==> src/rtl/tmp_pkg.sv <==
// Shared types and defaults for the temperature-conversion scheduler.
package tmp_pkg;

    typedef enum logic [2:0] {
        IDLE,
        SNS_RST,
        WAIT_VALID,
        INTEGRATE,
        REPORT
    } state_e;

    localparam int RST_CYC_DEF     = 2;
    localparam int TIMEOUT_CYC_DEF = 1023;

    localparam int PER_W = 16;
    localparam int CNT_W = 16;
    localparam logic [CNT_W-1:0] CNT_ONE = CNT_W'(1);

    // A zero window would never sample; treat it as a single-cycle window.
    function automatic logic [7:0] win_eff(input logic [7:0] w);
        return (w == 8'd0) ? 8'd1 : w;
    endfunction

endpackage

==> src/rtl/tmp_period_tmr.sv <==
// Free-running period timer: counts 0..period-1 and pulses tick on wrap.
module tmp_period_tmr
    import tmp_pkg::*;
(
    input  logic             clk,
    input  logic             reset,
    input  logic [PER_W-1:0] period,
    output logic             tick
);

    logic [PER_W-1:0] cnt_q, cnt_d;

    // ">=" lets the count recover at once if the period shrinks below it.
    always_comb begin
        cnt_d = cnt_q;
        tick  = 1'b0;
        if (period == '0) begin
            cnt_d = '0;
        end else if (cnt_q >= period - PER_W'(1)) begin
            cnt_d = '0;
            tick  = 1'b1;
        end else begin
            cnt_d = cnt_q + PER_W'(1);
        end
    end

    always_ff @(posedge clk) begin
        if (reset) begin
            cnt_q <= '0;
        end else begin
            cnt_q <= cnt_d;
        end
    end

endmodule

==> src/rtl/tmp_conv_sched.sv <==
// Temperature-sensor conversion scheduler: arbitrates periodic and software
// requests, sequences the sensor and counts comparator ones over a window.
//
//   state      | meaning
//   IDLE       | no conversion; grants sw_req first, then a pending periodic request
//   SNS_RST    | sns_rst held high for RST_CYC cycles
//   WAIT_VALID | waiting for sns_valid, bounded by TIMEOUT_CYC cycles
//   INTEGRATE  | counting sns_cmp=1 over the latched window
//   REPORT     | result_vld pulse, then back to IDLE
module tmp_conv_sched
    import tmp_pkg::*;
#(
    parameter int TIMEOUT_CYC = TIMEOUT_CYC_DEF,
    parameter int RST_CYC     = RST_CYC_DEF
) (
    input  logic             clk,
    input  logic             reset,
    input  logic [PER_W-1:0] cfg_period,
    input  logic [7:0]       cfg_window,
    input  logic             sw_req,
    output logic             sw_ack,
    output logic             sns_rst,
    input  logic             sns_valid,
    input  logic             sns_cmp,
    output logic [7:0]       result,
    output logic             result_src,
    output logic             result_vld,
    output logic             busy,
    output logic             timeout_err,
    input  logic             err_clr
);

    localparam logic [CNT_W-1:0] RST_LOAD = CNT_W'(RST_CYC - 1);
    localparam logic [CNT_W-1:0] TMO_LOAD = CNT_W'(TIMEOUT_CYC - 1);

    state_e           state_q, state_d;
    logic [CNT_W-1:0] cnt_q, cnt_d;
    logic [7:0]       acc_q, acc_d;
    logic [7:0]       win_q, win_d;
    logic [PER_W-1:0] per_q, per_d;
    logic             src_q, src_d;
    logic             pend_q, pend_d;
    logic [7:0]       result_q, result_d;
    logic             res_src_q, res_src_d;
    logic             terr_q, terr_d;
    logic             sns_rst_q, sns_rst_d;

    logic             tick;
    logic             grant_per;
    logic             timeout_hit;
    logic [PER_W-1:0] eff_period;

    // The period in force during a conversion is the one seen at its grant.
    assign eff_period = (state_q == IDLE) ? cfg_period : per_q;
    assign grant_per  = (state_q == IDLE) && !sw_req && pend_q;

    tmp_period_tmr u_period_tmr (
        .clk    (clk),
        .reset  (reset),
        .period (eff_period),
        .tick   (tick)
    );

    always_ff @(posedge clk) begin
        if (reset) begin
            state_q   <= IDLE;
            cnt_q     <= '0;
            acc_q     <= '0;
            win_q     <= 8'd1;
            per_q     <= '0;
            src_q     <= 1'b0;
            pend_q    <= 1'b0;
            result_q  <= '0;
            res_src_q <= 1'b0;
            terr_q    <= 1'b0;
            sns_rst_q <= 1'b1;
        end else begin
            state_q   <= state_d;
            cnt_q     <= cnt_d;
            acc_q     <= acc_d;
            win_q     <= win_d;
            per_q     <= per_d;
            src_q     <= src_d;
            pend_q    <= pend_d;
            result_q  <= result_d;
            res_src_q <= res_src_d;
            terr_q    <= terr_d;
            sns_rst_q <= sns_rst_d;
        end
    end

    always_comb begin
        state_d     = state_q;
        cnt_d       = cnt_q;
        acc_d       = acc_q;
        win_d       = win_q;
        per_d       = per_q;
        src_d       = src_q;
        result_d    = result_q;
        res_src_d   = res_src_q;
        timeout_hit = 1'b0;
        unique case (state_q)
            IDLE: begin
                if (sw_req || pend_q) begin
                    state_d = SNS_RST;
                    cnt_d   = RST_LOAD;
                    src_d   = sw_req;
                    win_d   = win_eff(cfg_window);
                    per_d   = cfg_period;
                end
            end
            SNS_RST: begin
                if (cnt_q == '0) begin
                    state_d = WAIT_VALID;
                    cnt_d   = TMO_LOAD;
                end else begin
                    cnt_d = cnt_q - CNT_ONE;
                end
            end
            WAIT_VALID: begin
                if (sns_valid) begin
                    state_d = INTEGRATE;
                    cnt_d   = CNT_W'(win_q) - CNT_ONE;
                    acc_d   = '0;
                end else if (cnt_q == '0) begin
                    state_d     = IDLE;
                    timeout_hit = 1'b1;
                end else begin
                    cnt_d = cnt_q - CNT_ONE;
                end
            end
            INTEGRATE: begin
                // The last sample is folded straight into result so it is valid in REPORT.
                acc_d = acc_q + 8'(sns_cmp);
                if (cnt_q == '0) begin
                    state_d   = REPORT;
                    result_d  = acc_d;
                    res_src_d = src_q;
                end else begin
                    cnt_d = cnt_q - CNT_ONE;
                end
            end
            REPORT: begin
                state_d = IDLE;
            end
            default: begin
                state_d = IDLE;
            end
        endcase

        pend_d = pend_q;
        if (grant_per) begin
            pend_d = 1'b0;
        end else if (tick) begin
            pend_d = 1'b1;
        end

        terr_d = terr_q;
        if (timeout_hit) begin
            terr_d = 1'b1;
        end else if (err_clr) begin
            terr_d = 1'b0;
        end
    end

    always_comb begin
        sw_ack     = 1'b0;
        busy       = 1'b1;
        result_vld = 1'b0;
        sns_rst_d  = (state_d == SNS_RST);
        unique case (state_q)
            IDLE: begin
                busy   = 1'b0;
                sw_ack = sw_req && !reset;
            end
            REPORT: begin
                result_vld = !reset;
            end
            default: begin
            end
        endcase
    end

    assign sns_rst     = sns_rst_q;
    assign result      = result_q;
    assign result_src  = res_src_q;
    assign timeout_err = terr_q;

endmodule
==> config.mk <==
export PLATFORM = sky130hd
export DESIGN_NAME = tmp_conv_sched
export DESIGN_NICKNAME = d
export VERILOG_FILES = /design/src/rtl/tmp_pkg.sv /design/src/rtl/tmp_period_tmr.sv /design/src/rtl/tmp_conv_sched.sv
export SDC_FILE = /design/constraint.sdc
export NUM_CORES = 1
export LEC_CHECK = 0
export ABC_CLOCK_PERIOD_IN_PS = 6580
export CAP_MARGIN = 20
export CORE_UTILIZATION = 60
export DETAILED_ROUTE_END_ITERATION = 12
export GPL_ROUTABILITY_DRIVEN = 0
export PLACE_DENSITY = 0.95
export SYNTH_ARGS = -nofsm -noshare
export SYNTH_HDL_FRONTEND = slang
export SYNTH_SLANG_ARGS = --single-unit
==> constraint.sdc <==
create_clock -name clk -period 6.58 [get_ports clk]
set_input_delay 1.316 -clock clk [delete_from_list [all_inputs] [get_ports clk]]
set_output_delay 1.316 -clock clk [all_outputs]
set_load 0.02 [all_outputs]
==> impl_metrics.env, run 1 <==
export IMPL_final_cells=752
export IMPL_powerDensity_nw_per_um2=409.6
export IMPL_tns_ps=0
export IMPL_path_clk_slew_ps=90
export IMPL_fin_nets=698
export IMPL_placed_cells=735
export IMPL_grtUsageMet3_pct=7.380
export IMPL_synth_cell_types=66
export IMPL_pwr_share_seq_pct=28.3
export IMPL_setup_viol=0
export IMPL_die_y_um=92.02
export IMPL_hp_class="flop to flop"
export IMPL_antenna_cells=0
export IMPL_p_sw_mw=1.025
export IMPL_cts_sinks=80
export IMPL_synthTopCellsByArea="dfxtp_1, nand2_1, a21oi_1"
export IMPL_die_w_um=92.02
export IMPL_power_frac_clock_pct=19.5
export IMPL_switching_share_pct=44.91
export IMPL_ys_seq_area_share_pct=32.94
export IMPL_required_ps=6820
export IMPL_post_cts_buffers=0
export IMPL_ys_warn_count=0
export IMPL_postRouteAntennaNets=0
export IMPL_max_slew_margin_rel_pct=34.33
export IMPL_peakVddDrop_mv=0.2538
export IMPL_final_cell_mix="nand2_1, dfxtp_1, a21oi_1"
export IMPL_dr_total_vias=5075
export IMPL_ys_seq_elements=80
export IMPL_vias_per_cell=6.749
export IMPL_row_count=32
export IMPL_grt_pass1_vias=4953
export IMPL_finalMaxSlewViolations=0
export IMPL_synth_flop_cell="dfxtp_1"
export IMPL_end_kind="flop"
export IMPL_final_setup_skew_ps=10.46
export IMPL_rsz0062_at_grt="false"
export IMPL_wl_per_cell_um=17.97
export IMPL_first_iter_violations=613
export IMPL_ctsLongestPathBuffers=2
export IMPL_finalHoldViolCount=0
export IMPL_leakagePower_nw=2.130
export IMPL_grt_overflow_total=0
export IMPL_clock_root_buffer="clkbuf_8"
export IMPL_fillers=566
export IMPL_async_flop_share_pct=0
export IMPL_start_kind="input pin"
export IMPL_antenna_found_initial=0
export IMPL_area_delta_synth_final_pct=14.57
export IMPL_final_period_utilization_pct=73.54
export IMPL_clk_latency_ps=370
export IMPL_avgSynthCellArea_um2=7.880
export IMPL_critPathMaxFanout=16
export IMPL_met2_usage_pct=54.73
export IMPL_synth_top_cell_area_share_pct=32.94
export IMPL_cts_tree="done"
export IMPL_cts_resized=0
export IMPL_p_int_mw=1.257
export IMPL_drt_pass1_iterations=5
export IMPL_synth_area_um2=4862
export IMPL_worst_pin_slew_ps=982.9
export IMPL_initial_core_util_pct=62.60
export IMPL_setup_slack_ps=1741
export IMPL_fin_util_pct=71.71
export IMPL_dp_slack_ps=1475
export IMPL_drc=0
export IMPL_hpwlAfterDp_um=9385
export IMPL_synth_edf_count=0
export IMPL_syn_inst=617
export IMPL_arrival_ps=5080
export IMPL_comb_power_share_pct=52.2
export IMPL_cts_buffers=9
export IMPL_post_synth_top_area_cell="dfxtp_1"
export IMPL_cap_violations=0
export IMPL_coreArea_um2=7767
export IMPL_grt_max_degree=67
export IMPL_min_period_ps=4839
export IMPL_worstSetupPathType="input pin to flop"
export IMPL_layout_drive_gt1_share_pct=6.154
export IMPL_timing_fmax_ghz=0.2067
export IMPL_die_area_um2=8468
export IMPL_io_pins=44
export IMPL_grt_pass1_wl_um=22430
export IMPL_status="finished, final reports clean"
export IMPL_grt_total_usage_pct=33.07
export IMPL_routed_wl_um=13520
export IMPL_synthesis_nets=670
export IMPL_port_buffers=43
export IMPL_hold_ws_ps=461.6
export IMPL_htree_levels=3
export IMPL_top_usage_layer="met2"
export IMPL_grt_util_met1_pct=39.06
export IMPL_final_common_cell="nand2_1"
export IMPL_holdBufCountCts=0
[metrics by stage]
step | power, mW | area (um^2)
after floorplan | 1.514 | 4862
after global placement | 1.727 | 5324
after detailed placement | 1.775 | 5324
after CTS | 2.234 | 5565
after global routing | 2.418 | 5570
final | 2.282 | 5570
[critical path, stage by stage]
cell             delay, ps
clkdlybuf4s50_1        440
mux2i_1                200
ha_1                   270
nor4b_1                650
mux2i_1                240
nand2b_1               220
xnor2_1                140
o21ai_0                320
ha_1                   220
a21oi_1                 60
o21ai_0                270
o21ai_0                170
a21oi_1                210
buf_4                  260
nor3_1                  90
[final timing paths]
check,start,end,slack (ps),cells after the start
worst min-delay path,result[5],result[5],460,2
worst max register to register,state_q[2],u_period_tmr.cnt_q[14],2020,16
worst max-delay path,cfg_period[0],u_period_tmr.cnt_q[14],1740,15
worst min register to register,result[5],result[5],460,2
[power groups by stage]
| stage | registers [mW] | logic, mW | clock network [mW] |
|---|---|---|---|
| 4_1_cts | 0.640 | 1.15 | 0.442 |
| 2_1_floorplan | 0.617 | 0.897 | 0 |
| 3_5_place_dp | 0.651 | 1.12 | 0 |
| 6_report | 0.646 | 1.19 | 0.445 |
| 5_1_grt | 0.656 | 1.29 | 0.468 |
| 3_3_place_gp | 0.645 | 1.08 | 0 |
[metal layers]
metal | part of all wire [%] | vias up | wire length (um)
met4 | 5.6 | 0 | 756
met5 | 0 | - | 0
li1 | - | 2310 | -
met2 | 47 | 348 | 6386
met1 | 38 | 2308 | 5145
met3 | 9.1 | 109 | 1227
[synth_stat cells (3+ instances only)]
| cell | count |
|---|---|
| nor2b_1 | 3 |
| a211oi_1 | 8 |
| o21ai_1 | 3 |
| nor3_1 | 41 |
| a31oi_1 | 3 |
| nand2_1 | 102 |
| or3_1 | 8 |
| a221oi_1 | 6 |
| mux2i_1 | 12 |
| clkbuf_1 | 27 |
| o211ai_1 | 4 |
| and3_1 | 7 |
| nor4_1 | 13 |
| xor2_1 | 30 |
| dfxtp_1 | 80 |
| nand2b_1 | 4 |
| ha_1 | 23 |
| a21o_1 | 5 |
| o22ai_1 | 4 |
| a21oi_1 | 58 |
| nand4_1 | 10 |
| a31o_2 | 3 |
| nor3b_1 | 3 |
| buf_2 | 4 |
| a22oi_1 | 9 |
| nand3_1 | 15 |
| nor2_1 | 33 |
| or4_1 | 5 |
| inv_1 | 8 |
| o31ai_1 | 4 |
| o21ai_0 | 19 |
| xnor2_1 | 12 |
| nand3b_1 | 6 |
[sequential cells by signal, summed over array words and instances (netlist names)]
signal,cells
acc_q,8
cnt_q,16
pend_q,1
per_q,16
result,8
result_src,1
sns_rst,1
src_q,1
state_q,3
timeout_err,1
u_period_tmr.cnt_q,16
win_q,8
[layout make-up]
type	instances	area (um^2)	share of cell area, %
timing repair buffer	49	467.9	8.401
sequential	80	1602	28.75
multi-input combinational	495	3094	55.55
tap	102	127.6	2.291
inverter	10	37.54	0.6739
clock buffer	9	123.9	2.224
clock inverter	7	117.6	2.111
[cell families after synthesis]
| logic type | share of synthesized area (%) |
|---|---|
| and+or+nand+nor | 28.64 |
| AOI/OAI and AO/OA | 18.81 |
| DFF | 32.94 |
| xor gates and xnor gates | 7.566 |
| buffers and inverters | 3.423 |
| adders and majority gates | 5.919 |
| muxes | 2.702 |
Note: power is estimated with default switching activity, not from simulation.
==> inputs of run 2 (changes only) <==
ABC_CLOCK_PERIOD_IN_PS = 5000   (was 6580)
CORE_UTILIZATION = 58   (was 60)
PLACE_DENSITY = 0.92   (was 0.95)
clock period = 5 ns   (was 6.58 ns; I/O delays follow)
==> impl_metrics.env, run 2 (synthesis results as in run 1) <==
export IMPL_status="finished, final reports clean"
export IMPL_die_area_um2=8753
export IMPL_post_cts_buffers=0
export IMPL_coreArea_um2=8175
export IMPL_setup_viol=0
export IMPL_cp_slowest_cell="or3_1"
export IMPL_pwr_share_seq_pct=29.3
export IMPL_p_int_mw=1.574
export IMPL_cts_resized=0
export IMPL_max_slew_margin_rel_pct=29.27
export IMPL_path_clk_slew_ps=90
export IMPL_critPathMaxFanout=16
export IMPL_cts_tree="done"
export IMPL_grt_total_usage_pct=30.43
export IMPL_worst_pin_slew_ps=1053
export IMPL_clock_root_buffer="clkbuf_8"
export IMPL_io_pins=44
export IMPL_cts_sinks=80
export IMPL_top_usage_layer="met2"
export IMPL_cts_buffers=9
export IMPL_clk_latency_ps=370
export IMPL_antenna_cells=0
export IMPL_min_period_ps=4602
export IMPL_fin_nets=701
export IMPL_worstSetupPathType="input pin to flop"
export IMPL_rsz0062_at_grt="false"
export IMPL_row_count=33
export IMPL_final_setup_skew_ps=12.54
export IMPL_vias_per_cell=6.578
export IMPL_hpwlAfterDp_um=9559
export IMPL_start_kind="input pin"
export IMPL_htree_levels=3
export IMPL_routed_wl_um=13350
export IMPL_finalPower_mw=2.925
export IMPL_tns_ps=0
export IMPL_grt_pass1_vias=4644
export IMPL_finalMaxSlewViolations=0
export IMPL_grt_overflow_total=0
export IMPL_holdBufCountCts=0
export IMPL_powerDensity_nw_per_um2=525.3
export IMPL_arrival_ps=4870
export IMPL_p_sw_mw=1.351
export IMPL_layout_drive_gt1_share_pct=6.585
export IMPL_finalHoldViolCount=0
export IMPL_die_w_um=93.56
export IMPL_grt_max_degree=39
export IMPL_port_buffers=43
export IMPL_switching_share_pct=46.17
export IMPL_first_iter_violations=593
export IMPL_ctsLongestPathBuffers=2
export IMPL_required_ps=5260
export IMPL_initial_core_util_pct=59.47
export IMPL_timing_fmax_ghz=0.2173
export IMPL_grt_pass1_wl_um=20980
export IMPL_reg_largest_list="cnt_q (16), per_q (16), u_period_tmr.cnt_q (16)"
export IMPL_dr_total_vias=4986
export IMPL_grt_util_met1_pct=37.04
export IMPL_peakVddDrop_mv=0.2411
export IMPL_antenna_found_initial=0
export IMPL_leakagePower_nw=2.126
export IMPL_hold_ws_ps=456.7
export IMPL_drc=0
export IMPL_die_y_um=93.56
export IMPL_grtUsageMet3_pct=5.366
export IMPL_final_cell_mix="nand2_1, dfxtp_1, a21oi_1"
export IMPL_cap_violations=0
export IMPL_drt_pass1_iterations=5
export IMPL_met2_usage_pct=51.35
export IMPL_final_period_utilization_pct=92.05
export IMPL_final_common_cell="nand2_1"
export IMPL_comb_power_share_pct=53.2
export IMPL_path_cells="clkdlybuf4s50_1 > mux2i_1 > ha_1 > nor4b_1 > nand4_1 > a211oi_1 > xor2_1 > mux2i_1 > ha_1 > a21oi_1 > o21ai_0 > or3_1 > nor3b_1"
export IMPL_wl_per_cell_um=17.61
export IMPL_hp_class="flop to flop"
export IMPL_cpPeakStageDelay_ps=620
export IMPL_area_delta_synth_final_pct=14.51
export IMPL_power_frac_clock_pct=17.5
export IMPL_postRouteAntennaNets=0
export IMPL_end_kind="flop"
-- run 2: changes by cell type in the layout (fill, tap and decap cells not counted), sizes merged --
cell      before  now
bufinv         3    1
clkbuf         9   10
buf            7   10
inv           10   12
clkinvlp       0    1
clkinv         4    2
-- run 2: metal layers --
metal	vias to the layer above	routed length [um]
li1	2317	-
met4	0	527
met3	71	1260
met1	2281	5252
met2	317	6306
met5	-	0
-- run 2: area by class of cell --
cell class / instances / area, um^2
clock inverter: 6 / 72.57
clock buffer: 10 / 137.6
timing repair buffer: 52 / 493.0
tap: 105 / 131.4
fill: 623 / 2608
inverter: 10 / 37.54
sequential: 80 / 1602
multi-input combinational: 495 / 3094
-- run 2: final timing paths --
| kind | startpoint | end | slack, ps | cells past startpoint |
|---|---|---|---|---|
| hold / removal | result[1] | result[1] | 460 | 2 |
| setup reg to reg | state_q[2] | u_period_tmr.cnt_q[1] | 640 | 14 |
| setup / recovery | cfg_period[0] | u_period_tmr.cnt_q[1] | 400 | 13 |
| hold reg to reg | result[1] | result[1] | 460 | 2 |
-- run 2: worst max-delay path, delay by kind of cell --
family / cells / cell delay [ps]
multiplexers: 2 / 330
AO/OA/AOI/OAI: 3 / 640
AND/OR/NAND/NOR: 4 / 1770
XOR/XNOR: 1 / 190
adder cells (fa/ha/maj): 2 / 490
buffers and inverters: 1 / 440
-- run 2: through the flow --
| stage | utilization, % | instances | setup slack (ps) | cell area, um^2 |
|---|---|---|---|---|
| 2_1_floorplan | - | 617 | 535.3 | 4862 |
| 4_1_cts | 68.11 | 758 | 493.3 | 5568 |
| 5_1_grt | 68.11 | 758 | 117.9 | 5568 |
| 3_3_place_gp | 65.53 | 742 | 556.2 | 5358 |
| 3_5_place_dp | 65.53 | 742 | 120.3 | 5358 |
| 6_report | 68.11 | 758 | 397.6 | 5568 |
-- run 2: power groups by stage --
stage,Combinational [mW],Clock (mW),Sequential (mW)
3_3_place_gp,1.43,0,0.850
6_report,1.56,0.511,0.857
3_5_place_dp,1.49,0,0.859
4_1_cts,1.51,0.511,0.847
2_1_floorplan,1.18,0,0.812
5_1_grt,1.68,0.545,0.865
==> inputs of run 3 (changes only) <==
CAP_MARGIN = default   (was 20)
SLEW_MARGIN = 20   (was default)
==> results of run 3 <==
Same layout as run 2: the final DEF is identical, and so are final timing and power.
